[src/rtl/nn_host_responder_if.sv]
// Host packet bus between the NeuralNetwork host side and nn_host_responder.
// The host drives the write/read addresses; the responder returns read data and busy.
interface nn_host_responder_if #(
  parameter int MM_DEPTH = 17,
  parameter int MM_SIZE  = 16
);
  logic                write_enable;
  logic [MM_DEPTH-1:0] write_addr;
  logic [MM_SIZE-1:0]  write_data;
  logic [MM_DEPTH-1:0] read_addr;
  logic [MM_SIZE-1:0]  read_data;
  logic                busy;

  modport master (
    output write_enable, write_addr, write_data, read_addr,
    input  read_data, busy
  );

  modport slave (
    input  write_enable, write_addr, write_data, read_addr,
    output read_data, busy
  );
endinterface

[src/rtl/nn_host_responder.sv]
// Memory-mapped host responder: result/status reads, posted data-window writes
// into the core load port, and the core start sequencer.
module nn_host_responder #(
  parameter int MM_DEPTH   = 17,
  parameter int MM_SIZE    = 16,
  parameter int FIFO_DEPTH = 4,
  parameter int WIN_AW     = MM_DEPTH - 3
) (
  input  logic                 clk,
  input  logic                 reset,
  nn_host_responder_if.slave   host,
  output logic                 mem_we,
  output logic [WIN_AW-1:0]    mem_addr,
  output logic [MM_SIZE-1:0]   mem_wdata,
  input  logic                 mem_ready,
  output logic [WIN_AW-1:0]    res_addr,
  input  logic [MM_SIZE-1:0]   res_data,
  output logic                 start,
  input  logic                 core_busy,
  input  logic                 core_done
);
  localparam int RW = MM_DEPTH - WIN_AW;
  localparam int PW = (FIFO_DEPTH > 1) ? $clog2(FIFO_DEPTH) : 1;
  localparam int CW = $clog2(FIFO_DEPTH + 1);
  localparam int EW = WIN_AW + MM_SIZE;
  localparam logic [RW-1:0] REGION_RESULT = '0;
  localparam logic [RW-1:0] REGION_REG    = RW'(1);

  typedef enum logic [1:0] {IDLE, PEND, RUN} state_t;

  state_t              state;
  logic                done, overflow, busy_q;
  logic [EW-1:0]       fifo_mem [FIFO_DEPTH];
  logic [PW-1:0]       wr_ptr, rd_ptr;
  logic [CW-1:0]       count, count_nxt;
  logic [MM_SIZE-1:0]  rd_reg, status_word;
  logic                rd_res_sel;

  logic [RW-1:0]       wr_region, rd_region;
  logic [WIN_AW-1:0]   wr_off, rd_off;
  logic                wr_ctrl, wr_data, rd_result, rd_status;
  logic                fifo_empty, fifo_full, pop, push_ok, start_req, fsm_active_nxt;

  function automatic logic [PW-1:0] ptr_inc(input logic [PW-1:0] p);
    return (p == PW'(FIFO_DEPTH - 1)) ? '0 : p + PW'(1);
  endfunction

  assign wr_region = host.write_addr[MM_DEPTH-1:WIN_AW];
  assign wr_off    = host.write_addr[WIN_AW-1:0];
  assign rd_region = host.read_addr[MM_DEPTH-1:WIN_AW];
  assign rd_off    = host.read_addr[WIN_AW-1:0];

  assign wr_ctrl   = host.write_enable && (wr_region == REGION_REG) && (wr_off == '0);
  assign wr_data   = host.write_enable && (wr_region == REGION_REG) && (wr_off > WIN_AW'(1));
  assign rd_result = (rd_region == REGION_RESULT);
  assign rd_status = (rd_region == REGION_REG) && (rd_off == WIN_AW'(1));
  assign start_req = wr_ctrl && host.write_data[0];

  // Posted-write FIFO; a full FIFO still accepts a push when the head leaves the same cycle.
  assign fifo_empty = (count == '0);
  assign fifo_full  = (count == CW'(FIFO_DEPTH));
  assign pop        = !fifo_empty && mem_ready;
  assign push_ok    = wr_data && (!fifo_full || pop);

  assign mem_we = !fifo_empty;
  assign {mem_addr, mem_wdata} = fifo_empty ? '0 : fifo_mem[rd_ptr];

  always_comb begin
    count_nxt = count;
    if (push_ok && !pop)      count_nxt = count + CW'(1);
    else if (!push_ok && pop) count_nxt = count - CW'(1);
  end

  always_ff @(posedge clk) begin
    if (push_ok) fifo_mem[wr_ptr] <= {wr_off - WIN_AW'(2), host.write_data};
  end

  always_ff @(posedge clk) begin
    if (reset) begin
      wr_ptr   <= '0;
      rd_ptr   <= '0;
      count    <= '0;
      overflow <= 1'b0;
    end else begin
      if (push_ok) wr_ptr <= ptr_inc(wr_ptr);
      if (pop)     rd_ptr <= ptr_inc(rd_ptr);
      count <= count_nxt;
      if (wr_data && fifo_full && !pop) overflow <= 1'b1;
    end
  end

  // Mirrors the FSM transitions so busy can show the post-edge state.
  always_comb begin
    case (state)
      IDLE:    fsm_active_nxt = start_req;
      PEND:    fsm_active_nxt = 1'b1;
      RUN:     fsm_active_nxt = !core_done;
      default: fsm_active_nxt = 1'b0;
    endcase
  end

  always_ff @(posedge clk) begin
    if (reset) begin
      state  <= IDLE;
      start  <= 1'b0;
      done   <= 1'b0;
      busy_q <= 1'b0;
    end else begin
      start <= 1'b0;
      case (state)
        IDLE: if (start_req) begin
          state <= PEND;
          done  <= 1'b0;
        end
        PEND: if (fifo_empty && !core_busy) begin
          start <= 1'b1;
          state <= RUN;
        end
        RUN:  if (core_done) state <= IDLE;
        default: state <= IDLE;
      endcase
      if (core_done) done <= 1'b1;
      busy_q <= (count_nxt != '0) || fsm_active_nxt || core_busy;
    end
  end

  always_comb begin
    status_word      = '0;
    status_word[5:0] = {3'(count), overflow, done, busy_q};
  end

  // Result reads register only the region select; the core memory supplies the data one cycle later.
  always_ff @(posedge clk) begin
    if (reset) begin
      rd_res_sel <= 1'b0;
      rd_reg     <= '0;
    end else begin
      rd_res_sel <= rd_result;
      rd_reg     <= rd_status ? status_word : '0;
    end
  end

  assign res_addr       = rd_off;
  assign host.read_data = rd_res_sel ? res_data : rd_reg;
  assign host.busy      = busy_q;
endmodule

[src/flat_wrapper.sv]
// flat-port wrapper written by rule: the top's interface ports become plain ports
module nn_host_responder_flat 
#(
  parameter int MM_DEPTH   = 17,
  parameter int MM_SIZE    = 16,
  parameter int FIFO_DEPTH = 4,
  parameter int WIN_AW     = MM_DEPTH - 3
)
  (clk, reset, mem_we, mem_addr, mem_wdata, mem_ready, res_addr, res_data, start, core_busy, core_done, host_write_enable, host_write_addr, host_write_data, host_read_addr, host_read_data, host_busy);
  nn_host_responder_if #(.MM_DEPTH(MM_DEPTH), .MM_SIZE(MM_SIZE)) host_i ();
  input  logic clk;
  input  logic reset;
  output logic mem_we;
  output logic [WIN_AW-1:0] mem_addr;
  output logic [MM_SIZE-1:0] mem_wdata;
  input  logic mem_ready;
  output logic [WIN_AW-1:0] res_addr;
  input  logic [MM_SIZE-1:0] res_data;
  output logic start;
  input  logic core_busy;
  input  logic core_done;
  input wire logic [$bits(host_i.write_enable)-1:0] host_write_enable;
  input wire logic [$bits(host_i.write_addr)-1:0] host_write_addr;
  input wire logic [$bits(host_i.write_data)-1:0] host_write_data;
  input wire logic [$bits(host_i.read_addr)-1:0] host_read_addr;
  output wire logic [$bits(host_i.read_data)-1:0] host_read_data;
  output wire logic [$bits(host_i.busy)-1:0] host_busy;
  assign host_i.write_enable = host_write_enable;
  assign host_i.write_addr = host_write_addr;
  assign host_i.write_data = host_write_data;
  assign host_i.read_addr = host_read_addr;
  assign host_read_data = host_i.read_data;
  assign host_busy = host_i.busy;
  nn_host_responder #(.MM_DEPTH(MM_DEPTH), .MM_SIZE(MM_SIZE), .FIFO_DEPTH(FIFO_DEPTH), .WIN_AW(WIN_AW)) u_core (.clk(clk), .reset(reset), .host(host_i), .mem_we(mem_we), .mem_addr(mem_addr), .mem_wdata(mem_wdata), .mem_ready(mem_ready), .res_addr(res_addr), .res_data(res_data), .start(start), .core_busy(core_busy), .core_done(core_done));
endmodule
[config.mk]
export PLATFORM = sky130hd
export DESIGN_NAME = nn_host_responder_flat
export DESIGN_NICKNAME = d
export VERILOG_FILES = /design/src/rtl/nn_host_responder_if.sv /design/src/rtl/nn_host_responder.sv /design/src/flat_wrapper.sv
export SDC_FILE = /design/constraint.sdc
export NUM_CORES = 1
export LEC_CHECK = 0
export CAP_MARGIN = 20
export CORE_ASPECT_RATIO = 1.5
export CORE_UTILIZATION = 56
export CTS_BUF_LIST = sky130_fd_sc_hd__clkbuf_4 sky130_fd_sc_hd__clkbuf_8
export DETAILED_ROUTE_END_ITERATION = 8
export PLACE_DENSITY = 0.83
export SYNTH_ARGS = -nofsm -noshare
export SYNTH_HDL_FRONTEND = slang
export SYNTH_SLANG_ARGS = --single-unit
[constraint.sdc]
create_clock -name clk -period 4.6 [get_ports clk]
set_clock_uncertainty 0.1 [all_clocks]
set_input_delay 0.92 -clock clk [delete_from_list [all_inputs] [get_ports clk]]
set_output_delay 0.92 -clock clk [all_outputs]
set_load 0.02 [all_outputs]
# == After elaboration in Yosys (flattened, before gate mapping) ==
# Memory sizes are Yosys's and may differ from the RTL's. A register that Yosys moved wholly into a read port is not among the register bits.
# Index checks and enable logic that the tools add are counted.
# totals
regBits,30
ramBits,120
in_bits,72
elab_cells,82
mem_count,1
# memory_table
name,words,width,read_ports,rd_ports_with_merged_regs,write_ports,line,rtl
u_core.fifo_mem,4,30,1,1,1,nn_host_responder.sv:33,logic [EW-1:0] fifo_mem [FIFO_DEPTH];
# classes
add_sub_neg,5
n_lt_le_gt_ge,1
eq_ne,11
n_mux,19
bitwise,2
reduce_logical,32
# op_table
op,count
30-bit 2-to-1 mux,1
16-bit 2-to-1 mux,1
14-bit by 1-bit == test with 1-bit output (second input constant),1
14-bit by 1-bit greater-than comparator with 1-bit output (second input constant),1
14-bit zero test,1
2-bit 2-to-1 mux,7
14-bit by 2-bit subtractor with 14-bit output (second input constant),1
1-bit logical AND,12
2-bit == test (second input constant),3
3-bit by 1-bit == test with 1-bit output (second input constant),2
1-bit zero test,6
3-bit zero test,2
1-bit 2-to-1 mux,6
3-bit 2-to-1 mux,2
2-bit one-hot mux with 3 select lines,1
2-bit by 1-bit adder with 2-bit output (second input constant),2
2-bit by 1-bit != test with 1-bit output (second input constant),2
2-bit nonzero test,2
2-bit OR reduction,2
3-bit by 1-bit adder with 3-bit output (second input constant),1
3-bit == test (second input constant),1
1-bit logical OR,3
1-bit one-hot mux with 3 select lines,1
3-bit AND reduction,1
other kinds (7),8

# == Depth between registers and ports, before layout ==
# Gate-level depths: netlist (run 1).
# depth
word_depth,12
mapped_depth,9

# == Least setup slack after synthesis (run 1) ==
# No wires, ideal clock.
# synth_path
kind,input to register
from,in host_write_addr[15]
to,"mem u_core.fifo_mem[3][0] (netlist name), enable pin"
arrival_time_ps,2545
required_ps,4110
setup_slack_ps,1565
cell_stages,6
path_cell_list,nor4bb_1 > buf_4 > o21ai_2 > buf_6 > nor2_1 > and2_1
# synth_between
elab_chain_cells,6
# synth_rtl
element,line,rtl
"start, declared",flat_wrapper.sv:23,input wire logic [$bits(host_i.write_addr)-1:0] host_write_addr;
3-bit by 1-bit == test with 1-bit output,nn_host_responder.sv:54,assign wr_data = host.write_enable && (wr_region == REGION_REG) && (wr_off > WIN_AW'(1));
1-bit logical AND (2 in a row),nn_host_responder.sv:54,
1-bit logical AND,nn_host_responder.sv:63,assign push_ok = wr_data && (!fifo_full || pop);
1-bit 2-to-1 mux,nn_host_responder.sv:75,"if (push_ok) fifo_mem[wr_ptr] <= {wr_off - WIN_AW'(2), host.write_data};"
1-bit 2-to-1 mux (implied by the code),nn_host_responder.sv:75,
"end, declared",nn_host_responder.sv:33,
# No other way between the ends.

# == Worst setup path in the final report (run 1) ==
# layout_path
from,reg u_core.count[1]
to,out mem_wdata[7]
# layout_between
elab_chain_cells,2
# layout_rtl
element,line,rtl
"start, declared",nn_host_responder.sv:35,"logic [CW-1:0] count, count_nxt;"
"start signal, assigned",nn_host_responder.sv:87,count <= count_nxt;
3-bit zero test,nn_host_responder.sv:60,assign fifo_empty = (count == '0);
30-bit 2-to-1 mux,nn_host_responder.sv:66,"assign {mem_addr, mem_wdata} = fifo_empty ? '0 : fifo_mem[rd_ptr];"
"end, declared",flat_wrapper.sv:15,output logic [MM_SIZE-1:0] mem_wdata;
# No other way between the ends.

==> metrics.cfg, run 1 <==
[status]
outcome=finished clean

[pwr]
seqPwrFrac_pct=40.6
leakage_nw=2.673
internal_power_w=0.002638
pwr-share-clk_pct=30.1
powerDensity_mw_per_mm2=458.9
switching_power_w=0.001031
ir_drop_mv=0.3388
swShare_pct=28.09
p_comb_share_pct=29.3

[cells_and_area]
final_util_pct=75.08
drive_above_1_share_pct=15.60
area_delta_synth_final_pct=29.73
num-nets-final=600
final_cells=676
fillers=651
diodes=0
largest_register_ffs=120

[clock_network]
cts.sinks=142
path_clk_slew_ns=0.07
cts_buffers=17
cts-root-buf=clkbuf_8
cts_max_path_buffers=2
cts_tree=yes
postCtsSetupRepairBufs=0
cts_resized=0
htree_levels=4
clkLatencyLatePin_ns=0.42
holdBufCountCts=0

[min_path]
whs_endpoint=u_core.done
hold_start=u_core.done
hold_class=flop to flop
min_path_cells=2

[critical_path]
path_class=flop to output port
r2r_setup_slack_ns=1.62
regToRegEndpoint=u_core.fifo_mem[1][27]
cp_top_family=buffers and inverters
path_buf_inv=3
critPathLaunchType=flop
worst_r2r_startpoint=u_core.count[1]
crit_chain=inv_1 -> ha_1 -> nand2b_1 -> buf_4 -> and2_1 -> clkdlybuf4s50_1
cp.required_ns=3.58
crit_arrival_ns=2.95
r2r_cells=7
crit_path_max_incr_delay_ns=0.64
end_kind=output port
slowest_stage=clkdlybuf4s50_1
path_max_fanout=19

[synth]
ys.warnings.count=0
synth_cell_types=53
yosys-top-cells-area=edfxtp_1 (58%), mux4_2 (11%), dfxtp_1 (7.1%), and2_1 (5.1%), buf_4 (1.8%)
synth_top_area_share_pct=58.48
synth-seq-cells=142
ys_seq_area_share_pct=65.62
synth_area_mm2=0.006162
yosysTopAreaCell=edfxtp_1
ys_dominant_reg_cell=edfxtp_1
syn_area_per_cell_um2=15.84
synth_common_cells=edfxtp_1 (120), and2_1 (50), mux4_2 (30)
synthesis.nets=470
async_reset_ff_share_pct=0
yosysMostFrequentCell=edfxtp_1
syn_inst=389
synth_edf_count=120

[placement]
place_inst=644
io_buffer_count=134
dp_hpwl_mm=8.525
gp_congestion=0.8499

[drt]
drt_wl_total_mm=12.27
post_drt_wl_per_cell_um=18.14
first_iter_violations=252
vias=3775
final_antenna_net_count=0
avgViaCountPerCell=5.584
drc=0
drt_first_pass_iters=5

[grt]
grt_use_total_pct=23.31
grt_pass1_wl_mm=19.25
grt_max_degree=31
grt_overflow=0
antenna_found_initial=0
grt_pass1_vias=3923

[timing]
tightest_slew_ns=1.021
min_period_ns=3.972
fmax_mhz=251.8
slew_violations=0
rsz0062_at_grt=false
finalSetupViolations=0
final-hold-violation-count=0
period_share_pct=86.35
finalHoldWorstSlack_ns=0.3692
max_slew_margin_pct=31.93
tns_ns=0

[die]
pin_count=135
core_area_mm2=0.01065
rows=46
die_x_um=87.65
start_util_pct=57.87
die_y_um=130.5
dieArea_mm2=0.01144

[flow_run]
cap_violations=0

==> power groups by stage <==
stage / sequential [W] / clock (W) / combinational (W)
global route: 0.00150 / 0.00117 / 0.00115
floorplan: 0.00148 / 0 / 0.000683
detailed placement: 0.00152 / 0 / 0.00108
global placement: 0.00151 / 0 / 0.00106
CTS: 0.00149 / 0.00112 / 0.00109
finish: 0.00149 / 0.00111 / 0.00107
==> layer usage <==
metal	up-vias	track usage, %	wire, um
met5	-	0	0
met4	0	8.004	196
met3	18	7.224	682
met2	164	41.59	6754
met1	1855	26.31	4632
li1	1738	-	-
==> worst max-delay path by stage <==
stage,start,end,slack (ns),cells after the start
CTS,u_core.count[1],mem_wdata[7],0.58,6
floorplan,host_write_addr[15],u_core.fifo_mem[3][0],1.57,6
detailed placement,host_write_enable,u_core.fifo_mem[3][21],0.57,6
global route,u_core.count[1],mem_wdata[0],0.45,6
global placement,host_write_enable,u_core.fifo_mem[1][28],0.67,6
finish,u_core.count[1],mem_wdata[7],0.63,6
==> worst min-delay path, delay by kind of cell, from the launching register on <==
kind               cells  cell delay (ns)
AOI/OAI and AO/OA      1             0.06
DFF                    1             0.32
and+or+nand+nor        1             0.05
==> cell families after synthesis <==
family / after synthesis / share of synthesized area [%]
DFF: 142 / 65.62
and+or+nand+nor: 114 / 10.74
buffers and inverters: 41 / 4.040
muxes: 36 / 12.06
AOI/OAI and AO/OA: 35 / 3.878
xor gates and xnor gates: 12 / 1.827
adders and majority gates: 9 / 1.827
==> stage by stage <==
| step | total power, W | setup WS (ns) | cell area, um2 |
|---|---|---|---|
| 2_1_floorplan | 0.002159 | 1.565 | 6162 |
| 3_3_place_gp | 0.002580 | 0.6700 | 7537 |
| 3_5_place_dp | 0.002600 | 0.5734 | 7537 |
| 4_1_cts | 0.003700 | 0.5780 | 7994 |
| 5_1_grt | 0.003817 | 0.4487 | 7994 |
| 6_report | 0.003669 | 0.6281 | 7994 |
==> cells in the final DEF, fill, tap and decap left out, types with 5 or more instances in the layout <==
master,instances
ha_1,9
clkdlybuf4s50_1,134
and2_1,50
xnor2_1,5
nor2_1,16
dfxtp_1,21
o21ai_0,5
edfxtp_1,120
inv_1,9
xor2_1,6
a21oi_1,11
nand2_1,15
buf_4,9
clkbuf_8,17
bufinv_16,5
mux4_2,30
nand3_1,5
mux2_2,6
==> layout make-up <==
type	instances	area, um2	share of cell area, %
sequential	142	4045	50.60
multi-input combinational	206	1869	23.38
timing repair buffer	143	1409	17.62
clock buffer	18	241.5	3.021
clock inverter	14	215.2	2.692
tap	144	180.2	2.254
inverter	9	33.78	0.4226
Note: power is estimated with default switching activity, not from simulation.
==> run 2, diff against run 1 <==
--- a/config.mk
+++ b/config.mk
@@ -7,6 +7,7 @@
 export LEC_CHECK = 0
 export CAP_MARGIN = 20
 export CORE_ASPECT_RATIO = 1.5
+export CORE_MARGIN = 3
 export CORE_UTILIZATION = 56
 export CTS_BUF_LIST = sky130_fd_sc_hd__clkbuf_4 sky130_fd_sc_hd__clkbuf_8
 export DETAILED_ROUTE_END_ITERATION = 8
==> run 2 against run 1 <==
Net effect:
- sequential power about the same
- cell area down 0.49%
- die area grew 7.8%
- combinational power about the same
- first-iteration DRC count down 7.9%
- worst hold slack worse by 0.0084 ns
- clock power fell by 12%
- maximum frequency fell by 0.42%
- highest routed layer unchanged
==> metrics.cfg, run 2 (synthesis gave the netlist of run 1 again) <==
[status]
outcome=finished clean  ; unchanged

[drt]
vias=3813  ; was 3775
post_drt_wl_per_cell_um=19.12  ; was 18.14 um
drc=0  ; unchanged
drt_first_pass_iters=4  ; was 5
drt_wl_total_mm=12.94  ; was 12.27 mm
final_antenna_net_count=0  ; unchanged
avgViaCountPerCell=5.632  ; was 5.584
first_iter_violations=232  ; was 252

[cells_and_area]
layout_common_cells=clkdlybuf4s50_1 (134), edfxtp_1 (120), and2_1 (50)  ; unchanged
largest_register_ffs=120  ; unchanged
drive_above_1_share_pct=15.76  ; was 15.60%
diodes=0  ; unchanged
area_delta_synth_final_pct=29.10  ; was 29.73%
mostFrequentLayoutCell=clkdlybuf4s50_1  ; unchanged
final_util_pct=74.71  ; was 75.08%
num-nets-final=601  ; was 600

[flow_run]
cap_violations=0  ; unchanged

[clock_network]
holdBufCountCts=0  ; unchanged
clkLatencyLatePin_ns=0.44  ; was 0.42 ns
cts-root-buf=clkbuf_8  ; unchanged
cts_max_path_buffers=2  ; unchanged
cts.sinks=142  ; unchanged
cts_resized=0  ; unchanged
cts_buffers=17  ; unchanged
htree_levels=4  ; unchanged
path_clk_slew_ns=0.08  ; was 0.07 ns
cts_tree=yes  ; unchanged
postCtsSetupRepairBufs=0  ; unchanged

[critical_path]
path_max_fanout=22  ; was 19
cp.required_ns=3.58  ; about the same
critPathLaunchType=flop  ; unchanged
crit_arrival_ns=2.97  ; was 2.95 ns
regToRegEndpoint=u_core.fifo_mem[2][6]  ; was u_core.fifo_mem[1][27]
r2r_setup_slack_ns=1.76  ; was 1.62 ns
path_class=flop to output port  ; unchanged
end_kind=output port  ; unchanged
worst_r2r_startpoint=u_core.count[1]  ; unchanged
r2r_cells=7  ; unchanged

[die]
start_util_pct=57.87  ; unchanged
rows=46  ; unchanged
dieArea_mm2=0.01232  ; was 0.01144 mm2
die_x_um=91.65  ; was 87.65 um
die_y_um=134.5  ; was 130.5 um
core_area_mm2=0.01065  ; unchanged
pin_count=135  ; unchanged

[pwr]
powerDensity_mw_per_mm2=447.4  ; was 458.9 mW/mm2
ir_drop_mv=0.2707  ; was 0.3388 mV
leakage_nw=2.657  ; was 2.673 nW

[grt]
antenna_found_initial=0  ; unchanged
grt_max_degree=23  ; was 31
grt_use_total_pct=22.64  ; was 23.31%
grt_pass1_wl_mm=21.23  ; was 19.25 mm
grt_overflow=0  ; unchanged
grt_pass1_vias=4104  ; was 3923

[timing]
min_period_ns=3.989  ; was 3.972 ns
slew_violations=0  ; unchanged
fmax_mhz=250.7  ; was 251.8 MHz
rsz0062_at_grt=false  ; unchanged
finalSetupViolations=0  ; unchanged
tns_ns=0  ; unchanged
period_share_pct=86.71  ; was 86.35%
final-hold-violation-count=0  ; unchanged
finalHoldWorstSlack_ns=0.3608  ; was 0.3692 ns
max_slew_margin_pct=47.97  ; was 31.93%
tightest_slew_ns=0.7804  ; was 1.021 ns

[min_path]
hold_class=flop to flop  ; unchanged
min_path_cells=2  ; unchanged
whs_endpoint=u_core.done  ; unchanged
hold_start=u_core.done  ; unchanged

[placement]
dp_hpwl_mm=9.211  ; was 8.525 mm
gp_congestion=0.8302  ; was 0.8499
io_buffer_count=134  ; unchanged

-- run 2: cell count changes in the layout (fill, tap and decap cells not counted), sizes merged --
cell,before,now
bufinv,5,2
clkinv,4,7
inv,10,12
buf,9,10
clkbuf,18,17
clkinvlp,4,3
-- run 2: critical path: stages, from the launching register on --
cell             delay (ns)
dfxtp_1                0.47
inv_1                  0.12
ha_1                   0.29
nand2b_1               0.60
buf_4                  0.28
and2_1                 0.14
clkdlybuf4s50_1        0.63
-- run 2: through the flow --
step           std cells  total power [W]  setup slack [ns]  instance area (um2)
6_report             677         0.003559            0.6114                 7955
5_1_grt              677         0.003724            0.3680                 7955
4_1_cts              677         0.003595            0.5326                 7955
3_5_place_dp         645         0.002623            0.6013                 7557
3_3_place_gp         645         0.002597            0.6971                 7557
2_1_floorplan        389         0.002159             1.565                 6162
-- run 2: worst max path at each step --
| stage | startpoint | to | slack (ns) | cells past startpoint |
|---|---|---|---|---|
| after detailed placement | host_write_enable | u_core.fifo_mem[1][3] | 0.60 | 6 |
| after global placement | host_write_enable | u_core.fifo_mem[1][2] | 0.70 | 6 |
| final | u_core.count[1] | mem_wdata[6] | 0.61 | 6 |
| after global routing | u_core.count[1] | mem_wdata[0] | 0.37 | 6 |
| after floorplan | host_write_addr[15] | u_core.fifo_mem[3][0] | 1.57 | 6 |
| after CTS | u_core.count[1] | mem_wdata[6] | 0.53 | 6 |
-- run 2: final cells by class --
type | count | area (um2)
multi-input cells | 206 | 1869
well taps | 144 | 180.2
clock buffers | 17 | 234.0
clock inverters | 15 | 163.9
inverters | 9 | 33.78
repair buffers | 144 | 1429
fillers | 641 | 2693
flip-flops and latches | 142 | 4045
-- run 2: routing by layer --
metal	share of wire, %	up-vias	global-route usage, %
met5	0	-	0
met4	1.8	0	9.144
met3	6.4	27	5.518
met2	54	164	40.10
met1	38	1890	26.30
li1	-	1732	-
-- run 2: power by group --
part | internal, W | switching [W]
Sequential | 0.00143 | 0.0000672
Clock | 0.000488 | 0.000484
Combinational | 0.000570 | 0.000523
==> run 3, diff against run 2 <==
--- a/config.mk
+++ b/config.mk
@@ -12,6 +12,7 @@
 export CTS_BUF_LIST = sky130_fd_sc_hd__clkbuf_4 sky130_fd_sc_hd__clkbuf_8
 export DETAILED_ROUTE_END_ITERATION = 8
 export PLACE_DENSITY = 0.83
+export SKIP_CTS_REPAIR_TIMING = 1
 export SYNTH_ARGS = -nofsm -noshare
 export SYNTH_HDL_FRONTEND = slang
 export SYNTH_SLANG_ARGS = --single-unit
==> results of run 3 <==
Final layout, timing and power as in run 2 (identical DEF).
